## config.mk

```make
export PLATFORM = sky130hd
export DESIGN_NAME = ps2_kbmat
export DESIGN_NICKNAME = d
export VERILOG_FILES = /design/src/rtl/ps2_kbmat.sv
export SDC_FILE = /design/constraint.sdc
export NUM_CORES = 1
export LEC_CHECK = 0
export CAP_MARGIN = 20
export CORE_ASPECT_RATIO = 1.5
export CORE_MARGIN = 10
export CORE_UTILIZATION = 30
export CTS_CLUSTER_DIAMETER = 60
export DETAILED_ROUTE_END_ITERATION = 12
export PLACE_DENSITY = 0.49
export SLEW_MARGIN = 20
export SYNTH_ARGS = -nofsm -noshare
export SYNTH_HDL_FRONTEND = slang
export SYNTH_SLANG_ARGS = --single-unit
```

## constraint.sdc

```tcl
create_clock -name mck -period 4.9 [get_ports mck]
set_input_delay 0.735 -clock mck [delete_from_list [all_inputs] [get_ports mck]]
set_output_delay 0.735 -clock mck [all_outputs]
set_load 0.02 [all_outputs]
```

## src/rtl/ps2_kbmat.sv

```systemverilog
// PS/2 set-2 keyboard receiver that maintains a 64-key matrix for the Blink keyboard port.
// Line filtering, 11-bit framing with timeout, prefix decode, and a registered map-ROM lookup.
module ps2_kbmat #(
  parameter int FILT_LEN    = 4,
  parameter int TIMEOUT_CYC = 19660
) (
  input  logic        mck,
  input  logic        rin_n,
  input  logic        ps2_clk,
  input  logic        ps2_dat,
  output logic [8:0]  map_addr,
  input  logic [6:0]  map_data,
  input  logic        kb_clr,
  output logic [63:0] kbmat,
  output logic        kb_evt,
  output logic [7:0]  rx_data,
  output logic        rx_vld,
  output logic        frame_err
);

  localparam int FCNT_W = $clog2(FILT_LEN + 1);
  localparam int TMR_W  = $clog2(TIMEOUT_CYC + 1);

  typedef enum logic [1:0] {
    ST_IDLE,
    ST_LOOKUP,
    ST_APPLY
  } state_t;

  // ---------------------------------------------------------------
  // Input path: index 0 = ps2_clk, index 1 = ps2_dat
  // ---------------------------------------------------------------
  logic [1:0] line_in;
  logic [1:0] line_filt;

  assign line_in = {ps2_dat, ps2_clk};

  generate
    for (genvar gi = 0; gi < 2; gi++) begin : g_line
      logic              sync1_reg;
      logic              sync2_reg;
      logic              filt_reg;
      logic [FCNT_W-1:0] cnt_reg;

      // Filtered level only moves after FILT_LEN consecutive disagreeing samples.
      always_ff @(posedge mck or negedge rin_n) begin
        if (!rin_n) begin
          sync1_reg <= 1'b1;
          sync2_reg <= 1'b1;
          filt_reg  <= 1'b1;
          cnt_reg   <= '0;
        end else begin
          sync1_reg <= line_in[gi];
          sync2_reg <= sync1_reg;
          if (sync2_reg == filt_reg) begin
            cnt_reg <= '0;
          end else if (cnt_reg == FCNT_W'(FILT_LEN - 1)) begin
            filt_reg <= sync2_reg;
            cnt_reg  <= '0;
          end else begin
            cnt_reg <= cnt_reg + 1'b1;
          end
        end
      end

      assign line_filt[gi] = filt_reg;
    end
  endgenerate

  logic clk_f;
  logic dat_f;
  logic clk_f_d_reg;
  logic fall;

  assign clk_f = line_filt[0];
  assign dat_f = line_filt[1];
  assign fall  = clk_f_d_reg & ~clk_f;

  always_ff @(posedge mck or negedge rin_n) begin
    if (!rin_n) clk_f_d_reg <= 1'b1;
    else        clk_f_d_reg <= clk_f;
  end

  // ---------------------------------------------------------------
  // Frame receiver
  // ---------------------------------------------------------------
  logic [3:0]       bit_cnt_reg;
  logic [9:0]       shift_reg;
  logic [TMR_W-1:0] tmr_reg;
  logic [7:0]       rx_data_reg;
  logic             rx_vld_reg;
  logic             frame_ok;
  logic             last_bit;
  logic             timeout;
  logic             rx_err;

  // shift_reg holds {parity, d7..d0, start}; stop bit is the live sample.
  always_comb begin
    frame_ok = ~shift_reg[0] & (^shift_reg[9:1]) & dat_f;
    last_bit = fall && (bit_cnt_reg == 4'd10);
    timeout  = !fall && (bit_cnt_reg != 4'd0) && (tmr_reg == TMR_W'(TIMEOUT_CYC - 1));
    rx_err   = (last_bit && !frame_ok) || timeout;
  end

  always_ff @(posedge mck or negedge rin_n) begin
    if (!rin_n) begin
      bit_cnt_reg <= '0;
      shift_reg   <= '0;
      tmr_reg     <= '0;
      rx_data_reg <= '0;
      rx_vld_reg  <= 1'b0;
    end else begin
      rx_vld_reg <= 1'b0;
      if (fall) begin
        tmr_reg <= '0;
        if (bit_cnt_reg == 4'd10) begin
          bit_cnt_reg <= '0;
          if (frame_ok) begin
            rx_data_reg <= shift_reg[8:1];
            rx_vld_reg  <= 1'b1;
          end
        end else begin
          shift_reg[bit_cnt_reg] <= dat_f;
          bit_cnt_reg            <= bit_cnt_reg + 4'd1;
        end
      end else if (bit_cnt_reg != 4'd0) begin
        if (timeout) begin
          bit_cnt_reg <= '0;
          tmr_reg     <= '0;
        end else begin
          tmr_reg <= tmr_reg + 1'b1;
        end
      end else begin
        tmr_reg <= '0;
      end
    end
  end

  // ---------------------------------------------------------------
  // Decoder FSM and key matrix
  // ---------------------------------------------------------------
  state_t      state_reg, state_next;
  logic        ext_reg, ext_next;
  logic        brk_reg, brk_next;
  logic [2:0]  skip_reg, skip_next;
  logic [8:0]  map_addr_reg, map_addr_next;
  logic [63:0] kbmat_reg, kbmat_next;
  logic        kb_evt_reg, kb_evt_next;
  logic        frame_err_reg, frame_err_next;
  logic        overrun;

  always_ff @(posedge mck or negedge rin_n) begin
    if (!rin_n) begin
      state_reg     <= ST_IDLE;
      ext_reg       <= 1'b0;
      brk_reg       <= 1'b0;
      skip_reg      <= '0;
      map_addr_reg  <= '0;
      kbmat_reg     <= '0;
      kb_evt_reg    <= 1'b0;
      frame_err_reg <= 1'b0;
    end else begin
      state_reg     <= state_next;
      ext_reg       <= ext_next;
      brk_reg       <= brk_next;
      skip_reg      <= skip_next;
      map_addr_reg  <= map_addr_next;
      kbmat_reg     <= kbmat_next;
      kb_evt_reg    <= kb_evt_next;
      frame_err_reg <= frame_err_next;
    end
  end

  always_comb begin
    state_next    = state_reg;
    ext_next      = ext_reg;
    brk_next      = brk_reg;
    skip_next     = skip_reg;
    map_addr_next = map_addr_reg;
    kbmat_next    = kbmat_reg;
    overrun       = rx_vld_reg && (state_reg != ST_IDLE);

    case (state_reg)
      ST_IDLE: begin
        if (rx_vld_reg) begin
          if (skip_reg != 3'd0) begin
            skip_next = skip_reg - 3'd1;
          end else begin
            case (rx_data_reg)
              8'hE0: ext_next = 1'b1;
              8'hF0: brk_next = 1'b1;
              8'hE1: begin
                skip_next = 3'd7;
                ext_next  = 1'b0;
                brk_next  = 1'b0;
              end
              8'hAA: begin
                kbmat_next = '0;
                ext_next   = 1'b0;
                brk_next   = 1'b0;
              end
              8'h00, 8'hEE, 8'hFA, 8'hFC, 8'hFD, 8'hFE, 8'hFF: begin
                ext_next = 1'b0;
                brk_next = 1'b0;
              end
              default: begin
                map_addr_next = {ext_reg, rx_data_reg};
                state_next    = ST_LOOKUP;
              end
            endcase
          end
        end
      end
      ST_LOOKUP: state_next = ST_APPLY;
      ST_APPLY: begin
        if (map_data[6]) kbmat_next[map_data[5:0]] = ~brk_reg;
        ext_next   = 1'b0;
        brk_next   = 1'b0;
        state_next = ST_IDLE;
      end
      default: state_next = ST_IDLE;
    endcase

    // Host clear overrides anything the decoder did this cycle.
    if (kb_clr) begin
      kbmat_next = '0;
      ext_next   = 1'b0;
      brk_next   = 1'b0;
      skip_next  = '0;
    end

    kb_evt_next    = (kbmat_next != kbmat_reg);
    frame_err_next = rx_err || overrun;
  end

  assign map_addr  = map_addr_reg;
  assign kbmat     = kbmat_reg;
  assign kb_evt    = kb_evt_reg;
  assign rx_data   = rx_data_reg;
  assign rx_vld    = rx_vld_reg;
  assign frame_err = frame_err_reg;

endmodule

```

After elaboration in Yosys (flattened, before gate mapping)
Cells that the tools add are included.
Storage, ports and cells
  register bits after elaboration: 133
  latch bits: 0
  RAM bits: 0
  bits in read-only memories: 0
  input bits: 12
  output and inout port bits: 84
  word-level logic and storage cells: 148
  memories kept: 0
Cells by class
  add/subtract/negate cells: 5
  multipliers: 0
  divide/modulo/power cells: 0
  magnitude comparators: 4
  eq/ne operators: 26
  shift-type cells: 0
  muxes and demuxes: 45
  bitwise operators: 11
  reduce and logical (&&, ||, !) cells: 35
Operators by type and width (number)
  two-way mux 64 bit: 5
  one-hot mux 64 bit (2 select lines): 1
  == test 8 bit (second input constant): 10
  bitwise mux 64 bit: 1
  != test 64 bit: 1
  two-way mux 15 bit: 3
  two-way mux 3 bit: 9
  two-way mux 4 bit: 4
  adder 15 x 1 -> 15 bit (second input constant): 1
  == test 15 bit (second input constant): 1
  AND reduction 4 bit: 3
  two-way mux 1 bit: 11
  OR reduction 11 bit: 1
  bitwise mux 10 bit: 1
  nonzero test 2 bit: 5
  AND reduction 3 bit: 3
  nonzero test 3 bit: 3
  OR reduction 9 bit: 1
  XOR reduction 9 bit: 1
  logical NOT 8 bit: 1
  != test 4 x 3 -> 1 bit (second input constant): 2
  NOT 1 bit: 8
  one-hot mux 1 bit (2 select lines): 4
  AND reduction 2 bit: 4
  24 further kinds: 42

Longest topological paths before layout
Gate-level depths: netlist of the first run.
  word-level depth: 9
  mapped depth: 10
  mapped depth without buffers: 9

Worst setup path before layout of the first run
OpenSTA, ideal clock, no wires.
  path type: input to register
  start: in map_data[3]
  end: reg kb_evt_reg, in the netlist kb_evt
  data arrival time: 2355 ps
  setup slack: 2407 ps
  stages on the path: 8
  path buffers: 1
  cell sequence: or3b_4 -> buf_6 -> nor4b_4 -> mux2i_1 -> mux2i_1 -> o21ai_1 -> nor4_2 -> nand4_1
Between the ends
  word-level cells in the longest chain between the ends: 9
  elaborated cells on any way between the ends: 10
  those cells by class: 2 x order compare; 1 x eq/ne; 6 x mux; 1 x reduce/logical
RTL lines
  from (decl): line 12  | input logic [6:0] map_data,
  less-than comparator 6 x 7 -> 1 bit (not written as such) / greater-or-equal comparator 6 x 1 -> 1 bit (equally long branches): line 216  | if (map_data[6]) kbmat_next[map_data[5:0]] = ~brk_reg;
  logical AND 1 bit (not written as such): line 216
  two-way mux 1 bit (not written as such): line 216
  demux 1 bit (select 6 bit) *: line 216
  bitwise mux 64 bit *: line 216
  two-way mux 64 bit *: line 216
  one-hot mux 64 bit (2 select lines) *: line 183  | case (state_reg)
  two-way mux 64 bit *: line 225  | if (kb_clr) begin
  != test 64 bit *: line 232  | kb_evt_next = (kbmat_next != kbmat_reg);
  via kb_evt_next: line 148  | logic kb_evt_reg, kb_evt_next;
  to (signal assigned): line 169  | kb_evt_reg <= kb_evt_next;
  to (decl): line 148
The timed path passes the listed nets; every way through them passes the cells marked *.
A chain may end at the register's enable or synchronous reset.

Worst setup path after layout of the first run
  start: in map_data[2]
  end: reg kb_evt_reg, in the netlist kb_evt
The elaborated chain is that of the path after synthesis.

==> results.ini, run 1 <==
[cells_and_area]
drive_gt1_share_pct=11.6
layout_common_cells=126 x dfrtp_1, 123 x nor2_1, 94 x clkdlybuf4s50_1
final_area_um2=9290
diodes=0
syn_to_final_growth_pct=24.9
nets=914
layout_commonest_cell=dfrtp_1
largest_reg_flops=64

[clocking]
ctsHoldBuffers=0
clock_sinks=133
clockBufferDepth=2
ctsRootBufferMaster=clkbuf_16
cts_buffers=17
clock_latency_ns=0.43
cts_tree=yes
path_clk_slew_ns=0.06
cts-htree-levels=4
post_cts_buffers=0
post_cts_resized=0

[logic_synthesis]
syn-instance-count=825
synth_flop_cell=dfrtp_1
synth_cell_types=73
syn_area_um2=7440
synth_async_sr_flop_share_pct=100
ys_ff_latch=133
yosysSeqAreaShare_pct=44.9
syn_avg_cell_area_um2=9.02
syn_nets=842
synth_edf_count=0
synth_warnings=0

[drt]
vias=7025
first_pass_iters=6
drt_iter0_drc=778
final_antenna_net_count=0
drt-vias-per-instance=5.70
routedWlPerCell_um=25.3
drc_errors=0
drt_wl_total_um=31200

[timing]
tightest_slew_ns=1.16
final_hold_viol_count=0
period_share_pct=69.6
finalCriticalPeriod_ns=3.41
rsz0062_at_grt=no
setup_ws_ns=1.49
fmax_mhz=293
setup_viol=0
setup_tns_ns=0
slew_violations=0
slew_headroom_pct=22.3
fin_skew_ns=0.00848

[critical_path]
crit_buf_inv=2
cp_slowest_stage_delay_ns=0.92
required_ns=5.26
timing.critical_path.from=map_data[2]
reg2reg_from=kbmat[7]$_DFF_PN0_
crit_chain=clkdlybuf4s50_1 > buf_4 > nand4b_1 > nor3_1 > nor4_1 > o2111ai_1 > o31ai_1 > nand4_1
startpoint_type=primary input
cp-end-kind=flip-flop
path_class=primary input to flip-flop
crit_fanout=19
slowest_stage=clkdlybuf4s50_1
arrival_ns=3.77
cpLargestDelayFamily=simple AND/OR/NAND/NOR gates

[global_route]
grt_max_degree=49
grt_first_pass_wirelength_um=46700
grt_overflow=0
grt_pass1_vias=7094
antenna_found_initial=0
grt_usage_pct=19.8

[floorplanning]
coreArea_um2=24400
initial_core_util_pct=30.4
pin_count=96
rows=70
die_x_um=149
die_y_um=213
die_area_um2=31600

[placed_design]
place_ws_ns=1.16
postPlaceCellArea_um2=8660
place_congestion=0.994
io_buffers=95
dp_hpwl_um=22600

[power_and_ir_drop]
powerDensity_nw_per_um2=338
max-vdd-ir-drop_uv=245
p_leak_nw=3.68

[run]
max_cap_viol_count=0

[hold_path]
hp-class=primary input to asynchronous set/reset pin

[run_status]
outcome=finished, final reports clean

## worst reg2reg max path: stages (launching register included)
cell,delay [ns]
dfrtp_1,0.50
nor4_1,0.42
nand4_1,0.30
o41ai_1,0.80
o31ai_1,0.16
or4_1,0.59
nor4_2,0.23
nand4_1,0.12
## final timing paths
kind / slack (ns) / cells past startpoint / end
worst max-delay path: 1.49 / 8 / kb_evt$_DFF_PN0_
worst min-delay path: 0.23 / 1 / kbmat[40]$_DFF_PN0_
worst max register to register: 1.65 / 7 / kb_evt$_DFF_PN0_
worst min register to register: 0.36 / 0 / g_line[1].sync2_reg$_DFF_PN1_
max in group asynchronous: 3.66 / 2 / shift_reg[7]$_DFFE_PN0P_
min in group mck: 0.36 / 0 / g_line[1].sync2_reg$_DFF_PN1_
## cells in the mapped netlist (4+ instances only)
library cell	n	area share (%)
xor2_1	7	0.82
nor4_1	19	1.6
nor2b_1	12	1.0
nand2b_1	5	0.42
nor3_1	24	1.6
nand2_1	66	3.3
nand4_1	16	1.3
inv_1	11	0.56
a22oi_1	13	1.3
a31oi_1	6	0.50
ha_1	5	0.84
buf_4	4	0.40
nand3_1	40	2.7
o31ai_1	4	0.40
a311oi_1	6	0.71
dfrtp_1	126	42
nor2_1	123	6.2
mux2_2	32	4.8
o21ai_0	39	2.6
buf_2	10	0.67
mux2i_1	11	1.5
o22ai_1	17	1.4
buf_6	6	0.91
buf_1	6	0.30
nor3b_1	9	0.91
xnor2_1	18	2.1
nor4bb_1	4	0.54
nor4b_1	4	0.47
a21oi_1	70	4.7
clkbuf_1	32	1.6
dfstp_2	7	2.5
and3_1	6	0.50
## stage by stage
step | hold slack, ns | util, % | total power, mW | std cells
after global routing | 0.250 | 38.0 | 3.29 | 1233
after floorplan | 0.345 | - | 1.64 | 825
after global placement | 0.347 | 35.4 | 1.77 | 1202
after CTS | 0.238 | 38.0 | 3.18 | 1233
after detailed placement | 0.347 | 35.4 | 1.78 | 1202
final | 0.226 | 38.0 | 3.14 | 1233
## logic make-up after synthesis
kind of cell	after synthesis	synth area share [%]
XOR/XNOR	25	2.94
flip-flops	133	44.9
AO/OA/AOI/OAI	192	16.1
buffers and inverters	70	4.56
adder cells (fa/ha/maj)	5	0.841
AND/OR/NAND/NOR	357	24.4
multiplexers	43	6.32
## report_power, final
part	switching [mW]	leakage, nW	internal, mW
clock network	0.510	0.291	0.878
logic	0.271	1.57	0.194
registers	0.0914	1.81	1.19
## final cells by class
cell class,count,area [um2]
fill,2456,15100
clock inverter,11,175
clock buffer,20,457
timing repair buffer,112,1080
sequential,133,3340
multi-input combinational,622,3800
tap,324,405
inverter,11,41.3
## layer usage
| layer | up-vias | share of wire, % | track usage, % |
|---|---|---|---|
| met5 | - | 0 | 0 |
| met4 | 0 | 6.4 | 12.8 |
| met3 | 103 | 6.8 | 4.26 |
| met2 | 404 | 48 | 32.4 |
| met1 | 3378 | 39 | 22.9 |
| li1 | 3140 | - | - |
(Power assumes the default switching activity.)
==> run 2, diff against run 1 <==
==> constraint.sdc (replaced) <==
create_clock -name mck -period 3.5 [get_ports mck]
set_input_delay 0.525 -clock mck [delete_from_list [all_inputs] [get_ports mck]]
set_output_delay 0.525 -clock mck [all_outputs]
set_load 0.02 [all_outputs]
==> run 2 against run 1 <==
Clock power grew 22%. Clock-buffer cell count shrank 1. Final area grew 4.2%.
==> results.ini, run 2 (synthesis results as in run 1) <==
[placed_design]
io_buffers=95  ; unchanged
place_ws_ns=0.126  ; -1.04 ns
place_congestion=0.990  ; -0.41%
dp_hpwl_um=24400  ; +7.7%

[drt]
drt_iter0_drc=597  ; -23%
routedWlPerCell_um=25.0  ; -0.87%
drt-vias-per-instance=5.62  ; -1.3%
drt_wl_total_um=32400  ; +4.0%
first_pass_iters=5  ; -1
vias=7275  ; +3.6%
drc_errors=0  ; unchanged
final_antenna_net_count=0  ; unchanged

[clocking]
cts-htree-levels=4  ; unchanged
ctsHoldBuffers=0  ; unchanged
clock_sinks=133  ; unchanged
path_clk_slew_ns=0.07  ; about the same
cts_tree=yes
ctsRootBufferMaster=clkbuf_16
clock_latency_ns=0.44  ; about the same
post_cts_resized=0  ; unchanged
cts_buffers=17  ; unchanged
clockBufferDepth=2  ; unchanged
post_cts_buffers=0  ; unchanged

[timing]
fmax_mhz=335
tightest_slew_ns=1.02  ; -0.140 ns
rsz0062_at_grt=no
finalCriticalPeriod_ns=2.98
slew_headroom_pct=30.9  ; +8.6 points
setup_ws_ns=0.519  ; -0.971 ns
slew_violations=0  ; unchanged
period_share_pct=85.2
setup_viol=0  ; unchanged
final_hold_viol_count=0  ; unchanged
setup_tns_ns=0  ; unchanged
fin_skew_ns=0.0134  ; +0.00493 ns

[cells_and_area]
layout_commonest_cell=dfrtp_1
fin_util_pct=39.6  ; +1.6 points
nets=974  ; +6.6%
fillers=2484  ; +1.1%
diodes=0  ; unchanged
largest_reg_flops=64  ; unchanged
multi_input_area_um2=3790  ; -0.23%
seqCellArea_um2=3340  ; unchanged
syn_to_final_growth_pct=30.2
layout_common_cells=126 x dfrtp_1, 123 x nor2_1, 94 x clkdlybuf4s50_1
drive_gt1_share_pct=17.1  ; +5.6 points

[global_route]
grt_use_met2_pct=35.1  ; +2.7 points
grt_overflow=0  ; unchanged
grt_first_pass_wirelength_um=48400  ; +3.6%
antenna_found_initial=0  ; unchanged
grt_max_degree=63  ; +29%
gr-usage-met1_pct=22.6  ; -0.32 points
grt_pass1_vias=7439  ; +4.9%
gr-usage-met3_pct=4.45  ; +0.19 points
grt.busiest_layer=met2
grt_usage_pct=20.5  ; +0.71 points

[floorplanning]
coreArea_um2=24400  ; unchanged
rows=70  ; unchanged
die_x_um=149  ; unchanged
die_area_um2=31600  ; unchanged
die_y_um=213  ; unchanged
pin_count=96  ; unchanged
initial_core_util_pct=30.4  ; unchanged

[power_and_ir_drop]
powerDensity_nw_per_um2=430  ; +27%
p_clk_share_pct=40.5  ; -3.7 points
seqPwrFrac_pct=43.3  ; +2.4 points
power_frac_comb_pct=16.2  ; +1.4 points
power.switching_mw=1.27  ; +46%
p_int_mw=2.89  ; +27%
swShare_pct=30.6  ; +2.8 points
max-vdd-ir-drop_uv=327  ; +33%
p_total_mw=4.16  ; +33%
p_leak_nw=3.94  ; +7.1%

[critical_path]
startpoint_type=primary input
cp-end-kind=flip-flop
path_class=primary input to flip-flop
crit_fanout=15  ; -4
arrival_ns=3.35  ; -0.42 ns
required_ns=3.87  ; -1.39 ns

[run_status]
outcome=finished, final reports clean

[hold_path]
hp-class=primary input to asynchronous set/reset pin

[run]
max_cap_viol_count=0  ; unchanged

[run 2: cell types whose count changed in the layout (fill, tap and decap cells not counted)]
cell       delta
buf_4        +57
bufinv_16     -4
buf_12        +3
clkinv_2      +2
clkinv_4      +2
inv_6         +2
clkbuf_8      -1
nor4bb_2      +1
nor4bb_4      -1
[run 2: layer usage]
metal | up-vias | routed length (um)
li1 | 3261 | -
met1 | 3579 | 12400
met2 | 332 | 15900
met4 | 0 | 2050
met5 | - | 0
met3 | 103 | 2030
[run 2: per-stage QoR]
step | hold WS (ns) | cells | area, um2
4_1_cts | 0.0695 | 1294 | 9680
2_1_floorplan | 0.229 | 825 | 7440
3_5_place_dp | 0.357 | 1262 | 9140
5_1_grt | 0.0855 | 1294 | 9680
3_3_place_gp | 0.354 | 1262 | 9140
6_report | 0.0679 | 1294 | 9680
[run 2: path summary, 6_finish.rpt]
kind / from / endpoint / slack, ns / cells after the start
worst max register to register: kbmat[24]$_DFF_PN0_ / kb_evt$_DFF_PN0_ / 0.59 / 7
worst min-delay path: rin_n / kbmat[49]$_DFF_PN0_ / 0.07 / 1
min in group mck: g_line[1].sync1_reg$_DFF_PN1_ / g_line[1].sync2_reg$_DFF_PN1_ / 0.36 / 0
worst max-delay path: map_data[0] / kb_evt$_DFF_PN0_ / 0.52 / 10
max in group asynchronous: rin_n / g_line[0].sync1_reg$_DFF_PN1_ / 2.63 / 2
worst min register to register: g_line[1].sync1_reg$_DFF_PN1_ / g_line[1].sync2_reg$_DFF_PN1_ / 0.36 / 0
[run 2: critical path, stage by stage]
cell	delay [ns]
clkdlybuf4s50_1	0.71
nor4bb_2	0.99
buf_4	0.34
a22oi_1	0.08
a21oi_1	0.18
buf_4	0.15
a21oi_1	0.04
nand4_1	0.09
o21ai_0	0.11
nand4_1	0.13
[run 2: layout make-up]
class,count,share of cell area (%)
clock inverters,13,1.03
clock buffers,19,4.57
inverters,11,0.426
well taps,324,4.19
multi-input cells,622,39.1
repair buffers,172,16.2
flip-flops and latches,133,34.5
[run 2: power groups by stage]
stage | registers (mW) | clock network, mW | logic (mW)
global route | 1.82 | 1.80 | 0.764
global placement | 1.82 | 0 | 0.678
finish | 1.80 | 1.69 | 0.674
floorplan | 1.77 | 0 | 0.528
detailed placement | 1.83 | 0 | 0.682
CTS | 1.80 | 1.73 | 0.684
==> run 3, diff against run 2 <==
--- a/config.mk
+++ b/config.mk
@@ -5,6 +5,7 @@
 export SDC_FILE = /design/constraint.sdc
 export NUM_CORES = 1
 export LEC_CHECK = 0
+export ABC_CLOCK_PERIOD_IN_PS = 3500
 export CAP_MARGIN = 20
 export CORE_ASPECT_RATIO = 1.5
 export CORE_MARGIN = 10
==> results of run 3 <==
Final layout, timing and power as in run 2 (identical DEF).
